==> src/rtl/pe_stream_mac.sv <==
`default_nettype none
// ============================================================================
//  Module   : pe_stream_mac
//  Purpose  : Streaming multiply-accumulate processing element for a systolic
//             array. Weight (W) and activation (I) streams are buffered,
//             forwarded unchanged to the neighbouring PE and also consumed by
//             a MAC datapath. Mode 0 adds W*I to an upstream partial sum;
//             Mode 1 accumulates ACC_LEN products locally and emits the sum.
//  Ports    : clk, rst                      clock, async active-high reset
//             W_DataIn/Valid/Rdy            weight stream in
//             W_DataOut/Valid/Rdy           weight forward to neighbour
//             I_DataIn/Valid/Rdy            activation stream in
//             I_DataOut/Valid/Rdy           activation forward to neighbour
//             P_DataIn/Valid/Rdy            upstream partial sum (Mode 0)
//             P_DataOut/Valid/Rdy           result / downstream partial sum
//             Mode                          0 = pass-through psum, 1 = local acc
//  Revision : 1.0  initial release
// ============================================================================
module pe_stream_mac #(
  parameter int DATA_W  = 8,
  parameter int ACC_W   = 20,
  parameter int DEPTH   = 4,
  parameter int ACC_LEN = 4
) (
  input  logic              clk,
  input  logic              rst,
  input  logic [DATA_W-1:0] W_DataIn,
  input  logic              W_DataInValid,
  output logic              W_DataInRdy,
  output logic [DATA_W-1:0] W_DataOut,
  output logic              W_DataOutValid,
  input  logic              W_DataOutRdy,
  input  logic [DATA_W-1:0] I_DataIn,
  input  logic              I_DataInValid,
  output logic              I_DataInRdy,
  output logic [DATA_W-1:0] I_DataOut,
  output logic              I_DataOutValid,
  input  logic              I_DataOutRdy,
  input  logic [ACC_W-1:0]  P_DataIn,
  input  logic              P_DataInValid,
  output logic              P_DataInRdy,
  output logic [ACC_W-1:0]  P_DataOut,
  output logic              P_DataOutValid,
  input  logic              P_DataOutRdy,
  input  logic              Mode
);

  localparam int c_ADDR_W = $clog2(DEPTH);
  localparam int c_PTR_W  = c_ADDR_W + 1;
  localparam int c_CNT_W  = $clog2(ACC_LEN + 1);
  localparam logic [c_PTR_W-1:0] c_DEPTH    = c_PTR_W'(DEPTH);
  localparam logic [c_PTR_W-1:0] c_PTR_ONE  = c_PTR_W'(1);
  localparam logic [c_CNT_W-1:0] c_CNT_LAST = c_CNT_W'(ACC_LEN - 1);
  localparam logic [c_CNT_W-1:0] c_CNT_ONE  = c_CNT_W'(1);

  logic [DATA_W-1:0]  r_wMem [DEPTH];
  logic [DATA_W-1:0]  r_iMem [DEPTH];
  logic [c_PTR_W-1:0] r_wTail, r_wFwd, r_wMac;
  logic [c_PTR_W-1:0] r_iTail, r_iFwd, r_iMac;
  logic               r_run;
  logic [c_CNT_W-1:0] r_cnt;
  logic [ACC_W-1:0]   r_acc;
  logic [ACC_W-1:0]   r_pOut;
  logic               r_pValid;

  logic               w_wFull, w_iFull;
  logic               w_wInXfer, w_iInXfer, w_wFwdXfer, w_iFwdXfer;
  logic               w_fire, w_last;
  logic [DATA_W-1:0]  w_wOp, w_iOp;
  logic [ACC_W-1:0]   w_wExt, w_iExt, w_prod, w_accBase, w_accNext;

  // An entry stays occupied until both the forward and MAC readers are past it,
  // so fullness is measured against whichever reader lags.
  assign w_wFull = ((r_wTail - r_wFwd) == c_DEPTH) || ((r_wTail - r_wMac) == c_DEPTH);
  assign w_iFull = ((r_iTail - r_iFwd) == c_DEPTH) || ((r_iTail - r_iMac) == c_DEPTH);

  // r_run holds Rdy low while reset is asserted and until the first clock edge.
  assign W_DataInRdy = r_run && !w_wFull;
  assign I_DataInRdy = r_run && !w_iFull;

  assign W_DataOutValid = (r_wTail != r_wFwd);
  assign I_DataOutValid = (r_iTail != r_iFwd);
  assign W_DataOut      = r_wMem[r_wFwd[c_ADDR_W-1:0]];
  assign I_DataOut      = r_iMem[r_iFwd[c_ADDR_W-1:0]];

  assign w_wInXfer  = W_DataInValid && W_DataInRdy;
  assign w_iInXfer  = I_DataInValid && I_DataInRdy;
  assign w_wFwdXfer = W_DataOutValid && W_DataOutRdy;
  assign w_iFwdXfer = I_DataOutValid && I_DataOutRdy;

  assign w_fire = (r_wMac != r_wTail) && (r_iMac != r_iTail) &&
                  (!r_pValid || P_DataOutRdy) && (Mode || P_DataInValid);

  assign P_DataInRdy    = !Mode && w_fire;
  assign P_DataOut      = r_pOut;
  assign P_DataOutValid = r_pValid;

  // Operands are sign-extended to the accumulator width before multiplying;
  // the low ACC_W bits then equal the sign-extended DATA_W x DATA_W product.
  assign w_wOp     = r_wMem[r_wMac[c_ADDR_W-1:0]];
  assign w_iOp     = r_iMem[r_iMac[c_ADDR_W-1:0]];
  assign w_wExt    = {{(ACC_W-DATA_W){w_wOp[DATA_W-1]}}, w_wOp};
  assign w_iExt    = {{(ACC_W-DATA_W){w_iOp[DATA_W-1]}}, w_iOp};
  assign w_prod    = w_wExt * w_iExt;
  assign w_accBase = (r_cnt == '0) ? '0 : r_acc;
  assign w_accNext = w_accBase + w_prod;
  assign w_last    = (r_cnt == c_CNT_LAST);

  // Buffer storage carries no reset; pointers make stale entries unreadable.
  always_ff @(posedge clk) begin
    if (w_wInXfer) r_wMem[r_wTail[c_ADDR_W-1:0]] <= W_DataIn;
    if (w_iInXfer) r_iMem[r_iTail[c_ADDR_W-1:0]] <= I_DataIn;
  end

  always_ff @(posedge clk or posedge rst) begin
    if (rst) begin
      r_run    <= 1'b0;
      r_wTail  <= '0;
      r_wFwd   <= '0;
      r_wMac   <= '0;
      r_iTail  <= '0;
      r_iFwd   <= '0;
      r_iMac   <= '0;
      r_cnt    <= '0;
      r_acc    <= '0;
      r_pOut   <= '0;
      r_pValid <= 1'b0;
    end else begin
      r_run <= 1'b1;

      if (w_wInXfer)  r_wTail <= r_wTail + c_PTR_ONE;
      if (w_iInXfer)  r_iTail <= r_iTail + c_PTR_ONE;
      if (w_wFwdXfer) r_wFwd  <= r_wFwd + c_PTR_ONE;
      if (w_iFwdXfer) r_iFwd  <= r_iFwd + c_PTR_ONE;
      if (w_fire) begin
        r_wMac <= r_wMac + c_PTR_ONE;
        r_iMac <= r_iMac + c_PTR_ONE;
      end

      // Any Mode-0 cycle throws away a partial local accumulation.
      if (!Mode) begin
        r_cnt <= '0;
        r_acc <= '0;
      end else if (w_fire) begin
        r_acc <= w_accNext;
        r_cnt <= w_last ? '0 : (r_cnt + c_CNT_ONE);
      end

      // A new result may reload the slot in the same cycle it drains.
      if (w_fire && (!Mode || w_last)) begin
        r_pValid <= 1'b1;
        r_pOut   <= Mode ? w_accNext : (P_DataIn + w_prod);
      end else if (P_DataOutRdy) begin
        r_pValid <= 1'b0;
      end
    end
  end

endmodule
`default_nettype wire
==> config.mk <==
export PLATFORM = sky130hd
export DESIGN_NAME = pe_stream_mac
export DESIGN_NICKNAME = d
export VERILOG_FILES = /design/src/rtl/pe_stream_mac.sv
export SDC_FILE = /design/constraint.sdc
export NUM_CORES = 1
export LEC_CHECK = 0
export ABC_AREA = 1
export CAP_MARGIN = 20
export CORE_MARGIN = 4
export CORE_UTILIZATION = 35
export DETAILED_ROUTE_END_ITERATION = 6
export MAX_ROUTING_LAYER = met4
export PLACE_DENSITY_LB_ADDON = 0.08
export SYNTH_ARGS = -nofsm -noshare
export SYNTH_HDL_FRONTEND = slang
export SYNTH_SLANG_ARGS = --single-unit
==> constraint.sdc <==
create_clock -name clk -period 9.6 [get_ports clk]
set_clock_uncertainty 0.1 [all_clocks]
set_input_delay 1.92 -clock clk [delete_from_list [all_inputs] [get_ports clk]]
set_output_delay 1.92 -clock clk [all_outputs]
set_load 0.03 [all_outputs]
==> impl_metrics.tcl <==
set metrics [dict create \
    top_level_ports 87 \
    placement.io_buffers 86 \
    routed_via_density 4.90 \
    synth-edff-count 64 \
    timing_hold_violations_final 0 \
    clock_sinks 127 \
    finalWeightedCongestion 0.876 \
    syn2layout_area_growth_pct 17.3 \
    path_clk_slew_ns 0.06 \
    most-common-layout-cells "nand2_1, inv_1, nor2_1, ha_1, clkdlybuf4s50_1" \
    mostFrequentLayoutCell "nand2_1" \
    setup_viol 0 \
    total_of_flip_flops_plus_latches_after_synthesis 127 \
    cts_resized 0 \
    number_of_antenna_violations_at_the_first_check_in_global_routing 1 \
    htreeDepth 4 \
    grt_pass1_wl_mm 47.8 \
    area_fraction_in_compound_gates_after_synthesis 0.134 \
    critPathCaptureType "register" \
    achievable_freq_mhz 126 \
    tritoncts "built" \
    rsz0062_at_grt "no" \
    finalNetCount 1581 \
    initial_core_util 0.355 \
    final.fill_count 3056 \
    finalWirelength_mm 29.7 \
    coreArea_sq_um 29600 \
    max_slew.worst_pin.slew_ns 1.01 \
    number_of_buffers_inserted_during_clock_tree_synthesis 17 \
    max_cap_viol_count 0 \
    drt_pre_antenna_iters 5 \
    postSynthCellCount 1305 \
    worst_skew_pair.late_latency_ns 0.42 \
    crit_path_top_delay_cell "dfrtp_1" \
    timing.critical_path.fanout_max 19 \
    worst-endpoint-required_ns 9.85 \
    globalRouteTotalUtil 0.188 \
    antenna_left 0 \
    yosys_warnings 0 \
    ys_types 46 \
    min_path_type "reg -> reg" \
    postPlaceCellArea_sq_um 11800 \
    min_period_ns 7.93 \
    grt_pass1_vias 8902 \
    setup.worst_path.class "reg -> reg" \
    run_status "completed" \
    largest_family_of_logic_cells_by_synthesized_area "adder cells" \
    clock_tree.root_cell "clkbuf_16" \
    hpwl_mm 23.1 \
    fin_crit_sh 0.826 \
    drive_gt1_frac 0.0499 \
    ys.flop_type "edfxtp_1" \
    drv_slew 0 \
    grt.overflow.total 0 \
    synth.area.mux_share 0 \
    finished_cell_area_sq_um 12400 \
    synthXorXnorAreaFrac 0.0333 \
    worst_path_largest_cell_delay_ns 0.79 \
    fp-row-count 63 \
    postCtsSetupBuffers 0 \
    wl_per_cell_microns 16.6 \
    max_slew_margin 0.324 \
    setup_total_negative_slack_ns 0 \
    synth_simple_gate_area_frac 0.195 \
    clk_path_buf_depth 2 \
    cts_hold_repair.buffers 0 \
    syn-num-nets 1497 \
    async_sr_flop_fraction 0.496 \
    synth_adder_area_share 0.215 \
    grt_max_degree 64 \
    synth_sequential_area_ratio 0.332 \
    detailroute.via_count 8785 \
    post-route-util 0.417 \
    die_area_sq_um 32900 \
    die_h_microns 181 \
    synthesis.area_sq_um 10500 \
    detail_route.iter0.violations 683 \
    chip_width_microns 181 \
    worst-endpoint-arrival_ns 8.19 \
    setup.worst_path.start_class "register" \
    drc_violation_count_after_routing 0 \
    post_synth.cell_area_avg_sq_um 8.07 \
]
[cells in the mapped netlist, drive strengths merged, types with 2 or more instances]
master | n | share of area
clkinv | 7 | 0.0025
a21oi | 79 | 0.038
xor2 | 22 | 0.018
a31oi | 25 | 0.015
nand2 | 258 | 0.096
o21ai | 95 | 0.046
edfxtp | 64 | 0.18
ha | 90 | 0.11
nor3 | 5 | 0.0024
a31o | 2 | 0.0017
or2 | 8 | 0.0048
nand3 | 49 | 0.025
clkbuf | 15 | 0.0053
buf | 11 | 0.0070
inv | 211 | 0.075
a32oi | 13 | 0.011
nor2 | 171 | 0.061
nand4 | 8 | 0.0048
o22ai | 16 | 0.0095
a21o | 4 | 0.0029
o21bai | 2 | 0.0014
a32o | 3 | 0.0029
xnor2 | 18 | 0.015
fa | 57 | 0.11
dfrtp | 63 | 0.15
[area by class of cell]
| cell class | count | area [sq um] | share of cell area |
|---|---|---|---|
| antenna | 1 | 2.50 | 0.000203 |
| clock buffer | 20 | 437 | 0.0354 |
| clock inverter | 12 | 114 | 0.00922 |
| inverter | 218 | 818 | 0.0662 |
| multi-input combinational | 934 | 6080 | 0.493 |
| sequential | 127 | 3500 | 0.283 |
| tap | 390 | 488 | 0.0395 |
| timing repair buffer | 91 | 910 | 0.0736 |
[cells by family after synthesis]
family                     Yosys count
xor gates and xnor gates            40
and+or+nand+nor                    500
DFF                                127
buffers and inverters              244
other                                1
adders and majority gates          147
AOI/OAI and AO/OA                  246
[critical path, delay by kind of cell, from the launching register on]
kind | cells | cell delay (ns)
adder cells (fa/ha/maj) | 6 | 3.08
AND/OR/NAND/NOR | 15 | 1.70
buffers and inverters | 9 | 1.49
flip-flops | 1 | 0.79
AO/OA/AOI/OAI | 3 | 0.69
[sequential cells by signal (all words and copies together), names as in the netlist]
signal and flops:
r_wMac 3, r_run 1, r_iMac 3, P_DataOut 20, r_wFwd 3, r_iMem 32, r_cnt 3, r_iFwd 3
P_DataOutValid 1, r_wMem 32, r_wTail 3, r_acc 20, r_iTail 3
[final timing paths]
kind,startpoint,to,slack [ns],cells after the start
setup / recovery,r_iMac[0]$_DFFE_PP0P_,P_DataOut[18]$_DFFE_PP0P_,1.67,33
hold / removal,r_acc[16]$_DFFE_PP0P_,r_acc[16]$_DFFE_PP0P_,0.39,2
setup reg to reg,r_iMac[0]$_DFFE_PP0P_,P_DataOut[18]$_DFFE_PP0P_,1.67,33
hold reg to reg,r_acc[16]$_DFFE_PP0P_,r_acc[16]$_DFFE_PP0P_,0.39,2
max in group asynchronous,rst,r_iMac[0]$_DFFE_PP0P_,6.85,3
min in group asynchronous,rst,r_acc[17]$_DFFE_PP0P_,1.98,3
[metal layers]
layer	GRT usage	wire, microns	part of all wire	vias to the layer above
met1	0.268	15100	0.51	4160
met2	0.294	13500	0.45	182
li1	-	-	-	4432
met4	0.0357	189	0.0064	0
met5	-	0	0	-
met3	0.0200	902	0.030	11
[stage by stage]
step	cells	hold slack, ns	worst slack, ns
final	1793	0.387	1.67
after global routing	1793	0.411	0.877
after CTS	1790	0.389	1.67
after detailed placement	1758	0.374	1.68
after global placement	1758	0.365	1.71
after floorplan	1305	0.353	3.13
Power is left out: the tool's default activity adds up to more than one toggle a clock period on the data nets, which glitch-free logic cannot reach.
